**config.mk**
```make
export PLATFORM = sky130hd
export DESIGN_NAME = uart_core_param
export DESIGN_NICKNAME = d
export VERILOG_FILES = /design/src/rtl/uart_core_param.sv
export SDC_FILE = /design/constraint.sdc
export NUM_CORES = 1
export LEC_CHECK = 0
export ABC_AREA = 1
export BUFFER_PORTS_ARGS = -buffer_cell sky130_fd_sc_hd__buf_2
export CAP_MARGIN = 0
export CORE_ASPECT_RATIO = 0.6
export CORE_UTILIZATION = 40
export CTS_CLUSTER_SIZE = 28
export DETAILED_ROUTE_END_ITERATION = 7
export PLACE_DENSITY_LB_ADDON = 0.05
export SYNTH_ARGS = -nofsm -noshare
export SYNTH_HDL_FRONTEND = slang
export SYNTH_SLANG_ARGS = --single-unit
```
**constraint.sdc**
```tcl
create_clock -name clk -period 2.6 [get_ports clk]
set_clock_uncertainty 0.15 [all_clocks]
set_input_delay 0.52 -clock clk [delete_from_list [all_inputs] [get_ports clk]]
set_output_delay 0.52 -clock clk [all_outputs]
set_load 0.05 [all_outputs]
```
**src/rtl/uart_core_param.sv**
```systemverilog
// Parametrised full-duplex UART with an independent transmitter and 16x-style receiver.
// Define UART_PARITY_EN to compile in a parity bit (odd/even via parity_odd) on both paths.
module uart_core_param #(
  parameter int CLK_FREQ   = 1000000,
  parameter int BAUD_RATE  = 9600,
  parameter int DATA_BITS  = 8,
  parameter int STOP_BITS  = 1,
  parameter int OVERSAMPLE = 16
) (
  input  logic                 clk,
  input  logic                 rst,
  input  logic                 rx,
  input  logic [DATA_BITS-1:0] din,
  input  logic                 newd,
  input  logic                 parity_odd,
  output logic                 tx,
  output logic                 busytx,
  output logic                 donetx,
  output logic [DATA_BITS-1:0] dout,
  output logic                 donerx,
  output logic                 frame_err,
  output logic                 parity_err
);

  localparam int DIV = CLK_FREQ / (BAUD_RATE * OVERSAMPLE);
  localparam int DW  = (DIV > 1) ? $clog2(DIV) : 1;
  localparam int OW  = $clog2(OVERSAMPLE);

  localparam logic [DW-1:0] DIV_MAX   = DW'(DIV - 1);
  localparam logic [OW-1:0] OS_MAX    = OW'(OVERSAMPLE - 1);
  localparam logic [OW-1:0] OS_HALF   = OW'(OVERSAMPLE / 2 - 1);
  localparam logic [3:0]    LAST_DATA = 4'(DATA_BITS - 1);
  localparam logic [3:0]    LAST_STOP = 4'(STOP_BITS - 1);

  if (DIV < 1 || DATA_BITS < 5 || DATA_BITS > 9 ||
      STOP_BITS < 1 || STOP_BITS > 2 ||
      OVERSAMPLE < 4 || (OVERSAMPLE % 2) != 0) begin : g_bad_cfg
    $error("uart_core_param: illegal parameter set");
  end

`ifdef UART_PARITY_EN
  typedef enum logic [2:0] {
    TX_IDLE, TX_START, TX_DATA, TX_PARITY, TX_STOP
  } tx_state_e;
  typedef enum logic [2:0] {
    RX_IDLE, RX_START, RX_DATA, RX_PARITY, RX_STOP, RX_BREAK
  } rx_state_e;
`else
  typedef enum logic [2:0] {
    TX_IDLE, TX_START, TX_DATA, TX_STOP
  } tx_state_e;
  typedef enum logic [2:0] {
    RX_IDLE, RX_START, RX_DATA, RX_STOP, RX_BREAK
  } rx_state_e;
`endif

  tx_state_e            tx_state_q, tx_state_d;
  logic [DW-1:0]        tx_div_q, tx_div_d;
  logic [OW-1:0]        tx_os_q, tx_os_d;
  logic [3:0]           tx_bit_q, tx_bit_d;
  logic [DATA_BITS-1:0] tx_data_q, tx_data_d;
  logic                 tx_q, tx_d;
  logic                 busy_q, busy_d;
  logic                 donetx_q, donetx_d;
  logic                 tx_tick, tx_bit_end, tx_launch;
`ifdef UART_PARITY_EN
  logic                 tx_par_q, tx_par_d;
`endif

  assign tx_tick    = (tx_div_q == DIV_MAX);
  assign tx_bit_end = tx_tick && (tx_os_q == OS_MAX);

  always_comb begin
    tx_state_d = tx_state_q;
    tx_div_d   = tx_tick ? '0 : tx_div_q + 1'b1;
    tx_os_d    = tx_os_q;
    tx_bit_d   = tx_bit_q;
    tx_data_d  = tx_data_q;
    busy_d     = (tx_state_q != TX_IDLE);
    donetx_d   = 1'b0;
    tx_launch  = 1'b0;
`ifdef UART_PARITY_EN
    tx_par_d   = tx_par_q;
`endif
    if (tx_tick) begin
      tx_os_d = tx_bit_end ? '0 : tx_os_q + 1'b1;
    end
    unique case (tx_state_q)
      TX_IDLE: begin
        tx_div_d  = '0;
        tx_os_d   = '0;
        tx_launch = newd;
      end
      TX_START: begin
        if (tx_bit_end) begin
          tx_state_d = TX_DATA;
          tx_bit_d   = '0;
        end
      end
      TX_DATA: begin
        if (tx_bit_end) begin
          tx_data_d = tx_data_q >> 1;
          if (tx_bit_q == LAST_DATA) begin
            tx_bit_d   = '0;
`ifdef UART_PARITY_EN
            tx_state_d = TX_PARITY;
`else
            tx_state_d = TX_STOP;
`endif
          end else begin
            tx_bit_d = tx_bit_q + 1'b1;
          end
        end
      end
`ifdef UART_PARITY_EN
      TX_PARITY: begin
        if (tx_bit_end) tx_state_d = TX_STOP;
      end
`endif
      TX_STOP: begin
        if (tx_bit_end) begin
          if (tx_bit_q == LAST_STOP) begin
            // a held request chains straight into the next start bit
            donetx_d   = 1'b1;
            busy_d     = newd;
            tx_launch  = newd;
            tx_state_d = TX_IDLE;
          end else begin
            tx_bit_d = tx_bit_q + 1'b1;
          end
        end
      end
      default: tx_state_d = TX_IDLE;
    endcase
    if (tx_launch) begin
      tx_state_d = TX_START;
      tx_data_d  = din;
      tx_bit_d   = '0;
      tx_div_d   = '0;
      tx_os_d    = '0;
`ifdef UART_PARITY_EN
      tx_par_d   = (^din) ^ parity_odd;
`endif
    end
  end

  always_comb begin
    tx_d = 1'b1;
    unique case (tx_state_q)
      TX_IDLE:   tx_d = 1'b1;
      TX_START:  tx_d = 1'b0;
      TX_DATA:   tx_d = tx_data_q[0];
`ifdef UART_PARITY_EN
      TX_PARITY: tx_d = tx_par_q;
`endif
      TX_STOP:   tx_d = 1'b1;
      default:   tx_d = 1'b1;
    endcase
  end

  always_ff @(posedge clk) begin
    if (rst) begin
      tx_state_q <= TX_IDLE;
      tx_div_q   <= '0;
      tx_os_q    <= '0;
      tx_bit_q   <= '0;
      tx_data_q  <= '0;
      tx_q       <= 1'b1;
      busy_q     <= 1'b0;
      donetx_q   <= 1'b0;
`ifdef UART_PARITY_EN
      tx_par_q   <= 1'b0;
`endif
    end else begin
      tx_state_q <= tx_state_d;
      tx_div_q   <= tx_div_d;
      tx_os_q    <= tx_os_d;
      tx_bit_q   <= tx_bit_d;
      tx_data_q  <= tx_data_d;
      tx_q       <= tx_d;
      busy_q     <= busy_d;
      donetx_q   <= donetx_d;
`ifdef UART_PARITY_EN
      tx_par_q   <= tx_par_d;
`endif
    end
  end

  assign tx     = tx_q;
  assign busytx = busy_q;
  assign donetx = donetx_q;

  rx_state_e            rx_state_q, rx_state_d;
  logic                 rx_s1_q, rx_s2_q;
  logic [DW-1:0]        rx_div_q, rx_div_d;
  logic [OW-1:0]        rx_os_q, rx_os_d;
  logic [3:0]           rx_bit_q, rx_bit_d;
  logic [DATA_BITS-1:0] rx_sh_q, rx_sh_d;
  logic [DATA_BITS-1:0] dout_q, dout_d;
  logic                 donerx_q, donerx_d;
  logic                 ferr_q, ferr_d;
  logic                 rx_tick, rx_samp;
`ifdef UART_PARITY_EN
  logic                 rx_par_q, rx_par_d;
  logic                 perr_q, perr_d;
`else
  logic                 unused_parity_odd;
  assign unused_parity_odd = parity_odd;
`endif

  assign rx_tick = (rx_div_q == DIV_MAX);
  assign rx_samp = rx_tick && (rx_os_q == OS_MAX);

  always_comb begin
    rx_state_d = rx_state_q;
    rx_div_d   = rx_tick ? '0 : rx_div_q + 1'b1;
    rx_os_d    = rx_os_q;
    rx_bit_d   = rx_bit_q;
    rx_sh_d    = rx_sh_q;
    dout_d     = dout_q;
    ferr_d     = ferr_q;
    donerx_d   = 1'b0;
`ifdef UART_PARITY_EN
    rx_par_d   = rx_par_q;
    perr_d     = perr_q;
`endif
    if (rx_tick) begin
      rx_os_d = (rx_os_q == OS_MAX) ? '0 : rx_os_q + 1'b1;
    end
    unique case (rx_state_q)
      RX_IDLE: begin
        rx_div_d = '0;
        rx_os_d  = '0;
        if (!rx_s2_q) rx_state_d = RX_START;
      end
      RX_START: begin
        // realign the phase so later samples land mid-bit
        if (rx_tick && rx_os_q == OS_HALF) begin
          rx_os_d    = '0;
          rx_bit_d   = '0;
          rx_state_d = rx_s2_q ? RX_IDLE : RX_DATA;
        end
      end
      RX_DATA: begin
        if (rx_samp) begin
          rx_sh_d = {rx_s2_q, rx_sh_q[DATA_BITS-1:1]};
          if (rx_bit_q == LAST_DATA) begin
            rx_bit_d   = '0;
`ifdef UART_PARITY_EN
            rx_state_d = RX_PARITY;
`else
            rx_state_d = RX_STOP;
`endif
          end else begin
            rx_bit_d = rx_bit_q + 1'b1;
          end
        end
      end
`ifdef UART_PARITY_EN
      RX_PARITY: begin
        if (rx_samp) begin
          rx_par_d   = rx_s2_q;
          rx_state_d = RX_STOP;
        end
      end
`endif
      RX_STOP: begin
        if (rx_samp) begin
          dout_d     = rx_sh_q;
          ferr_d     = ~rx_s2_q;
          donerx_d   = 1'b1;
          rx_state_d = rx_s2_q ? RX_IDLE : RX_BREAK;
`ifdef UART_PARITY_EN
          perr_d     = rx_par_q != ((^rx_sh_q) ^ parity_odd);
`endif
        end
      end
      RX_BREAK: begin
        rx_div_d = '0;
        rx_os_d  = '0;
        if (rx_s2_q) rx_state_d = RX_IDLE;
      end
      default: rx_state_d = RX_IDLE;
    endcase
  end

  always_ff @(posedge clk) begin
    if (rst) begin
      rx_s1_q    <= 1'b1;
      rx_s2_q    <= 1'b1;
      rx_state_q <= RX_IDLE;
      rx_div_q   <= '0;
      rx_os_q    <= '0;
      rx_bit_q   <= '0;
      rx_sh_q    <= '0;
      dout_q     <= '0;
      donerx_q   <= 1'b0;
      ferr_q     <= 1'b0;
`ifdef UART_PARITY_EN
      rx_par_q   <= 1'b0;
      perr_q     <= 1'b0;
`endif
    end else begin
      rx_s1_q    <= rx;
      rx_s2_q    <= rx_s1_q;
      rx_state_q <= rx_state_d;
      rx_div_q   <= rx_div_d;
      rx_os_q    <= rx_os_d;
      rx_bit_q   <= rx_bit_d;
      rx_sh_q    <= rx_sh_d;
      dout_q     <= dout_d;
      donerx_q   <= donerx_d;
      ferr_q     <= ferr_d;
`ifdef UART_PARITY_EN
      rx_par_q   <= rx_par_d;
      perr_q     <= perr_d;
`endif
    end
  end

  assign dout      = dout_q;
  assign donerx    = donerx_q;
  assign frame_err = ferr_q;
`ifdef UART_PARITY_EN
  assign parity_err = perr_q;
`else
  assign parity_err = 1'b0;
`endif

endmodule

```
### Word-level counts from Yosys, hierarchy flattened

Index checks and enable logic that the tools add are counted.

| word-level totals | value |
|---|---|
| bits in registers | 59 |
| input bits | 13 |
| output and inout bits | 14 |
| logic and storage cells | 131 |

| operators by class | value |
|---|---|
| add/sub/neg operators | 6 |
| eq/ne operators | 32 |
| multiplexer cells | 43 |
| bitwise gates (word level) | 5 |
| reductions and logical operators | 26 |

Operators with widths:

| cell | count |
|---|---|
| 4-bit 2-to-1 mux | 12 |
| 3-bit 2-to-1 mux | 12 |
| 2-bit != test, second input constant | 13 |
| 8-bit 2-to-1 mux | 3 |
| 6-bit AND reduction | 3 |
| 4-bit by 1-bit adder with 4-bit output, second input constant | 4 |
| 4-bit one-hot mux with 2 select lines | 2 |
| 3-bit != test, second input constant | 5 |
| 3-bit one-hot mux with 5 select lines | 1 |
| 3-bit by 2-bit == test with 1-bit output, second input constant | 4 |
| 4-bit by 3-bit == test with 1-bit output, second input constant | 3 |
| 3-bit one-hot mux with 4 select lines | 1 |
| 4-bit one-hot mux with 3 select lines | 1 |
| 3-bit == test, second input constant | 3 |
| 4-bit == test, second input constant | 2 |
| 1-bit 2-to-1 mux | 8 |
| 4-bit OR reduction | 2 |
| 3-bit by 1-bit adder with 3-bit output, second input constant | 2 |
| 3-bit by 1-bit == test with 1-bit output, second input constant | 2 |
| 3-bit logical NOT | 2 |
| 2-bit AND reduction | 3 |
| 2-bit nonzero test | 3 |
| 3-bit nonzero test | 2 |
| 2-bit OR reduction | 3 |
| 8 further kinds | 16 |

### Depth between registers and ports, before layout

Gate-level depths: netlist of run 1.

| logic depth | value |
|---|---|
| depth in word-level cells | 6 |
| mapped depth | 12 |
| depth with buffers taken out | 12 |

### Worst setup path before layout of run 1

Ideal clock, no wire load.

| timing path | value |
|---|---|
| path type | reg2reg |
| from | register tx_state_q[0] |
| to | register tx_bit_q[3] |
| library setup time | 0.122 ns |
| data arrival time | 1.502 ns |
| data required time | 2.328 ns |
| slack | 0.827 ns |
| stages on the path, launching flop included | 9 |
| buffers on the path | 0 |
| clock period less this slack | 1.773 ns |
| cells stage by stage | dfxtp_1 -> inv_1 -> ha_1 -> or2_2 -> o21ai_4 -> nand2_2 -> nor2_1 -> xor2_1 -> nor2_1 |

| on the way | value |
|---|---|
| word-level cells in the longest chain between the ends | 3 |
| elaborated cells between the ends (all ways) | 13 |
| classes of those cells | 7 x eq/ne; 2 x mux; 4 x reduce/logical |

RTL lines:

| item | line | text |
|---|---|---|
| start, declared | 57 | `tx_state_e tx_state_q, tx_state_d;` |
| start signal, assigned | 175 | `tx_state_q <= tx_state_d;` |
| 3-bit by 2-bit == test with 1-bit output (tied with other cells) | 88 | `unique case (tx_state_q)` |
| 2-bit != test (no source line) (tied with other cells) | n/a |  |
| 5-bit AND reduction (no source line) / 2-bit OR reduction (equally long branches) | n/a |  |
| end signal, assigned | 178 | `tx_bit_q <= tx_bit_d;` |
| end, declared | 60 | `logic [3:0] tx_bit_q, tx_bit_d;` |

Several ways; a longest one is shown, not always the timed one.
A chain may end at the register's enable or synchronous reset.

### Worst setup path in the final report of run 1

Same ends and word-level chain as after synthesis.

==> impl_metrics.json, run 1 <==
{
  "routabilityCongestion": 0.8434,
  "cp.required_ns": 2.68,
  "final_util": 0.4913,
  "syn_avg_cell_area_um2": 7.377,
  "worstSetupEndpointType": "register",
  "yosysSeqAreaShare": 0.4312,
  "path_class": "reg -> reg",
  "hold_viol_final": 0,
  "clock.fmax_ghz": 0.5075,
  "die-width_um": 107.9,
  "start_util": 0.4272,
  "dieArea_mm2": 0.007074,
  "dp_slack_ns": 0.6532,
  "max-vdd-ir-drop_v": 0.0003385,
  "power.density_mw_per_mm2": 850.6,
  "grt_pass1_vias": 2027,
  "cts_sinks": 58,
  "antenna_found_initial": 0,
  "status": "finished, final reports clean",
  "p_leak_uw": 0.001419,
  "cts_hold_buffers": 0,
  "drive_above_1_share": 0.1550,
  "cp-startpoint": "tx_state_q[0]",
  "r2r-start": "tx_state_q[0]",
  "ys_ff_latch": 58,
  "rrSetupSlack_ns": 0.63,
  "holdCritPathClass": "in -> reg",
  "syn2layout_area_growth_pct": 15.01,
  "rsz0062_at_grt": "no",
  "rows": 22,
  "grt_use_total": 0.1789,
  "cts_made_buffers": 9,
  "syn_nets": 391,
  "ys_warn_count": 0,
  "setup_tns_ns": 0,
  "first_iter_violations": 129,
  "ant_nets": 0,
  "synth_cell_types": 32,
  "hold_ws_ns": 0.2221,
  "final_max_slew_viol_count": 0,
  "die_height_um": 65.55,
  "syn_area_mm2": 0.002693,
  "cap_violations": 0,
  "drc": 0,
  "worstReg2RegEnd": "tx_bit_q[3]",
  "slew_headroom": 0.5820,
  "layout.nets": 421,
  "netlist_instances": 365,
  "core_mm2": 0.006304,
  "post-cts-setup-buffers": 0,
  "vias": 2254,
  "cp_max_fo": 6,
  "critPathCapture": "tx_bit_q[3]",
  "io_pins": 27,
  "min_period_ns": 1.971,
  "clock_latency_ns": 0.34,
  "power_uw": 2634,
  "place_hpwl_um": 3923,
  "wirelength_um": 5331,
  "grt_max_degree": 26,
  "wl_per_cell_um": 11.01,
  "worstSetupStartpointType": "register",
  "drt_first_pass_iters": 4,
  "setup_viol": 0,
  "min_period_over_period": 0.7579,
  "grt_pass1_wl_um": 9349,
  "clk_pin_slew_worst_paths_ns": 0.07,
  "cts_tree": "done",
  "cp.arrival_ns": 2.05,
  "antenna_cells": 0,
  "io_buffers": 24,
  "cts_htree_levels": 3,
  "setup_ws_ns": 0.6295,
  "cts.repair.resized": 0,
  "worst_slew_pin_slew_ns": 0.6263,
  "reg2reg_depth": 7,
  "root_buffer": "clkbuf_8",
  "vias_per_cell": 4.657,
  "clk_path_buf_depth": 2,
  "overflow": 0
}
[kinds of logic (layout without fill, tap and decap cells)]
kind of cell,after synthesis,after routing,synth area share
other cells,1,1,0.001393
compound gates,52,52,0.1092
flops,58,58,0.4312
xor+xnor,5,5,0.01627
buf+inv,50,85,0.07110
simple gates,186,186,0.3104
fa+ha+maj,13,13,0.06041
[synth_stat cells (all sizes together)]
cell	instances	area, um^2
o311ai	1	8.760
nor2	82	320.3
buf	1	7.510
inv	44	165.1
nand3	24	125.1
nor3	4	31.28
a21oi	21	120.1
dfxtp	58	1161
ha	13	162.7
o22ai	1	6.260
o21ai	28	151.4
conb	1	3.750
nand4	5	37.53
xnor2	2	17.52
xor2	3	26.28
o211ai	1	7.510
or2	4	25.03
clkbuf	5	18.77
nand2	67	296.5
[worst max-delay path, cell delays in order (launching register included)]
cell	delay [ns]
dfxtp_1	0.37
inv_1	0.09
ha_1	0.25
or2_2	0.34
o21ai_4	0.17
nand2_2	0.13
o21ai_0	0.29
nor2_1	0.08
[sequential cells by signal, summed over array words and instances, names as in the netlist]
signal,flops
dout,8
rx_sh_q,8
tx_data_q,8
rx_bit_q,4
rx_os_q,4
tx_bit_q,4
tx_os_q,4
rx_div_q,3
rx_state_q,3
tx_div_q,3
tx_state_q,2
busytx,1
donerx,1
donetx,1
frame_err,1
rx_s1_q,1
rx_s2_q,1
tx,1
[cell usage in the layout (no fill, tap or decap), drive strengths merged]
cell type	n
nand4	5
o21ai	28
nor2	82
ha	13
nand3	24
clkinv	1
buf	25
o211ai	1
dfxtp	58
xor2	3
nor3	4
inv	44
conb	1
o22ai	1
xnor2	2
a21oi	21
or2	4
o311ai	1
bufinv	1
nand2	67
clkbuf	14
[power breakdown]
| part | total [uW] | switching (uW) | internal (uW) |
|---|---|---|---|
| clock | 847 | 352 | 495 |
| sequential | 1050 | 67.9 | 981 |
| combinational | 738 | 493 | 245 |
| total | 2630 | 913 | 1720 |
[how the worst min path moves through the flow]
stage	slack, ns	depth (start not counted)	from	endpoint
3_5_place_dp	0.25	1	rx_s1_q	rx_s2_q
4_1_cts	0.20	2	rx	rx_s1_q
3_3_place_gp	0.25	1	rx_s1_q	rx_s2_q
5_1_grt	0.20	2	rx	rx_s1_q
6_report	0.22	2	rx	rx_s1_q
2_1_floorplan	0.24	1	rx_s1_q	rx_s2_q
[routing by layer]
layer / part of all wire / track usage
met3: 0.047 / 0.08631
met2: 0.37 / 0.2356
met5: 0 / 0
met1: 0.58 / 0.2462
met4: 0.0058 / 0.06678
[through the flow]
step           area [um^2]  instances
2_1_floorplan         2693        365
3_3_place_gp          2899        468
3_5_place_dp          2899        468
4_1_cts               3097        484
5_1_grt               3097        484
6_report              3097        484
[final cells by class]
| cell class | count | area [um^2] |
|---|---|---|
| fill | 638 | 3207 |
| multi-input combinational | 257 | 1340 |
| sequential | 58 | 1161 |
| inverter | 44 | 165.2 |
| clock buffer | 14 | 162.7 |
| timing repair buffer | 25 | 127.6 |
| tap | 84 | 105.1 |
| clock inverter | 2 | 35.03 |
Note: power is estimated with default switching activity, not from simulation.
==> run 2: changes to the inputs <==
ABC_AREA = 0   (was 1)
clock period = 2 ns   (was 2.6 ns; I/O delays follow)
==> run 2 against run 1 <==
Net effect: the run now ends with setup timing left; register-to-register slack worse by 0.64 ns; routed wire length increased by 19%; cell count down 4.1%; global-route usage increased by 1.4 points; die area increased by 0.77%; clock power rose by 75%; sequential power up 23%; sequential share of layout area shrank 5.7 points; non-clock buffer count up 44; critical path type unchanged; highest routed layer unchanged; synthesized area up 0.79%.
==> impl_metrics.json, run 2 <==
{
  "netlist_instances": 312,
  "critPathMaxStageDelay_ns": 0.57,
  "clock_latency_ns": 0.33,
  "synthAdderAreaFrac": 0.05994,
  "synth_compound_area_frac": 0.1729,
  "synthTopCellsByArea": "dfxtp_1 43%, mux2i_1 6.6%, ha_1 6.0%, a21oi_1 5.9%, nand2_1 4.4%",
  "cp.required_ns": 2.11,
  "cp.arrival_ns": 2.12,
  "core_mm2": 0.006331,
  "layout_common_cells": "56 x dfxtp_1, 44 x buf_4, 32 x nand2_1",
  "routabilityCongestion": 0.8036,
  "grt_max_degree": 17,
  "cap_violations": 0,
  "synth_most_common_cell": "dfxtp_1",
  "setup_ws_ns": -0.01098,
  "synthArstFlopShare": 0,
  "synth_area_leader_cell": "dfxtp_1",
  "syn2layout_area_growth_pct": 34.95,
  "synth_top_family_by_area": "simple AND/OR/NAND/NOR gates",
  "overflow": 0,
  "crit_slowest_cell": "or4b_4",
  "placed_cell_area_mm2": 0.003227,
  "max-vdd-ir-drop_v": 0.0004913,
  "synth_commonest_cells": "58 x dfxtp_1, 32 x a21oi_1, 32 x nand2_1, 30 x nor2_1, 18 x mux2i_1",
  "synth_edf_count": 0,
  "p_leak_uw": 0.001468,
  "layout.nets": 402,
  "first_iter_violations": 180,
  "setup_tns_ns": -0.01098,
  "violations": "setup timing",
  "hold_viol_final": 0,
  "slew_headroom": 0.6460,
  "cp-startpoint": "rx_state_q[0]",
  "place_hpwl_um": 4529,
  "worst_slew_pin_slew_ns": 0.5270,
  "dp.cells": 449,
  "ant_nets": 0,
  "ys_ff_latch": 58,
  "syn_avg_cell_area_um2": 8.698,
  "syn_area_mm2": 0.002714,
  "r2r-start": "rx_state_q[0]",
  "die_height_um": 65.80,
  "holdCritStartpoint": "rx",
  "cp_max_fo": 5,
  "cts_tree": "done",
  "rsz0062_at_grt": "yes",
  "muxShareOfSynthArea": 0.07054,
  "min_period_ns": 2.011,
  "synth-main-ff-cell": "dfxtp_1",
  "rows": 22,
  "path_class": "reg -> reg",
  "worstSetupStartpointType": "register",
  "layout.cells.non_filler": 464,
  "holdCritPathClass": "in -> reg",
  "cts_htree_levels": 3,
  "die-width_um": 108.3,
  "final_max_slew_viol_count": 0,
  "antenna_found_initial": 0,
  "io_buffers": 24,
  "antenna_cells": 0,
  "layout_commonest_cell": "dfxtp_1",
  "root_buffer": "clkbuf_16",
  "grt_pass1_vias": 2160,
  "cts_sinks": 58,
  "io_pins": 27,
  "start_util": 0.4287,
  "cts_made_buffers": 9,
  "power.density_mw_per_mm2": 978.8,
  "synth-simple-area-share": 0.2199,
  "drive_above_1_share": 0.3105,
  "finalInstanceArea_mm2": 0.003662,
  "min_period_over_period": 1.005,
  "vias_per_cell": 5.179,
  "synth_cell_types": 53,
  "netlist.area_leader.share": 0.4278,
  "grt_use_total": 0.1933,
  "status": "finished, violations left",
  "critPathBufInv": 0,
  "clock.fmax_ghz": 0.4973,
  "wirelength_um": 6363,
  "wl_per_cell_um": 13.71,
  "clk_path_buf_depth": 2,
  "yosysSeqAreaShare": 0.4278,
  "drc": 0,
  "cp_cell_sequence": "or3b_4 > or4b_4 > a2111o_1 > a21oi_2",
  "drt_first_pass_iters": 4,
  "ys_warn_count": 0,
  "crit_family": "simple AND/OR/NAND/NOR gates",
  "worstSetupEndpointType": "register",
  "dieArea_mm2": 0.007128,
  "synth_xor_area_frac": 0.009682,
  "setup_viol": 1,
  "grt_pass1_wl_um": 10260,
  "clk_pin_slew_worst_paths_ns": 0.05,
  "vias": 2403,
  "syn_nets": 338
}
-- run 2: cell types whose count changed after synthesis, sizes merged, moves of 7 or more --
cell    change
a21oi      +12
clkbuf      +7
inv        -34
mux2i      +18
nand2      -35
nand3      -10
nor2       -52
o21ai      -20
o31ai       +8
-- run 2: what timing repair did --
action | in CTS | in global routing
cloned | 0 | 0
hold buffers | 0 | 0
endpoints found under the setup margin | 9 | 19
pin swaps | 1 | 6
resized for setup | 4 | 30
endpoints found under the hold margin | 0 | 0
setup buffers | 0 | 0
-- run 2: layer usage --
layer	global-route usage	vias to the layer above	routed length, um
met2	0.2476	50	2382
met5	0	-	0
met1	0.2843	1096	3605
met3	0.05911	7	274
met4	0.09628	0	102
li1	-	1250	-
-- run 2: final cells by class --
class                   instances  area [um^2]
multi-input cells             228         1608
clock inverters                 3        40.04
clock buffers                  12        246.5
well taps                      84        105.1
inverters                      10        37.54
flip-flops and latches         58         1164
repair buffers                 69        461.7
fillers                       589         2669
-- run 2: where the power goes --
part           leakage [uW]  total, uW  switching [uW]  internal [uW]
registers          0.000471       1290            48.6           1240
clock network      0.000142       1480             498            985
logic              0.000854        816             429            387
-- run 2: path summary, 6_finish.rpt --
path	to	depth (start not counted)	slack [ns]
max reg2reg	rx_bit_q[0]	4	-0.01
min reg2reg	rx_s2_q	1	0.25
min	rx_s1_q	2	0.10
max	rx_bit_q[0]	4	-0.01
-- run 2: kinds of logic after synthesis --
kind of cell / after synthesis
DFF: 58
xor gates and xnor gates: 3
AOI/OAI and AO/OA: 75
and+or+nand+nor: 117
muxes: 19
buffers and inverters: 26
adders and majority gates: 13
other: 1
-- run 2: through the flow --
stage	total power, uW	utilization	worst slack, ns	hold WS [ns]
2_1_floorplan	1743	-	-0.08406	0.2395
3_3_place_gp	2003	0.5097	-0.08920	0.2410
5_1_grt	3753	0.5785	-0.07944	0.1014
6_report	3585	0.5785	-0.01098	0.1036
3_5_place_dp	2007	0.5097	-0.09055	0.2436
4_1_cts	3515	0.5571	-0.03825	0.09069
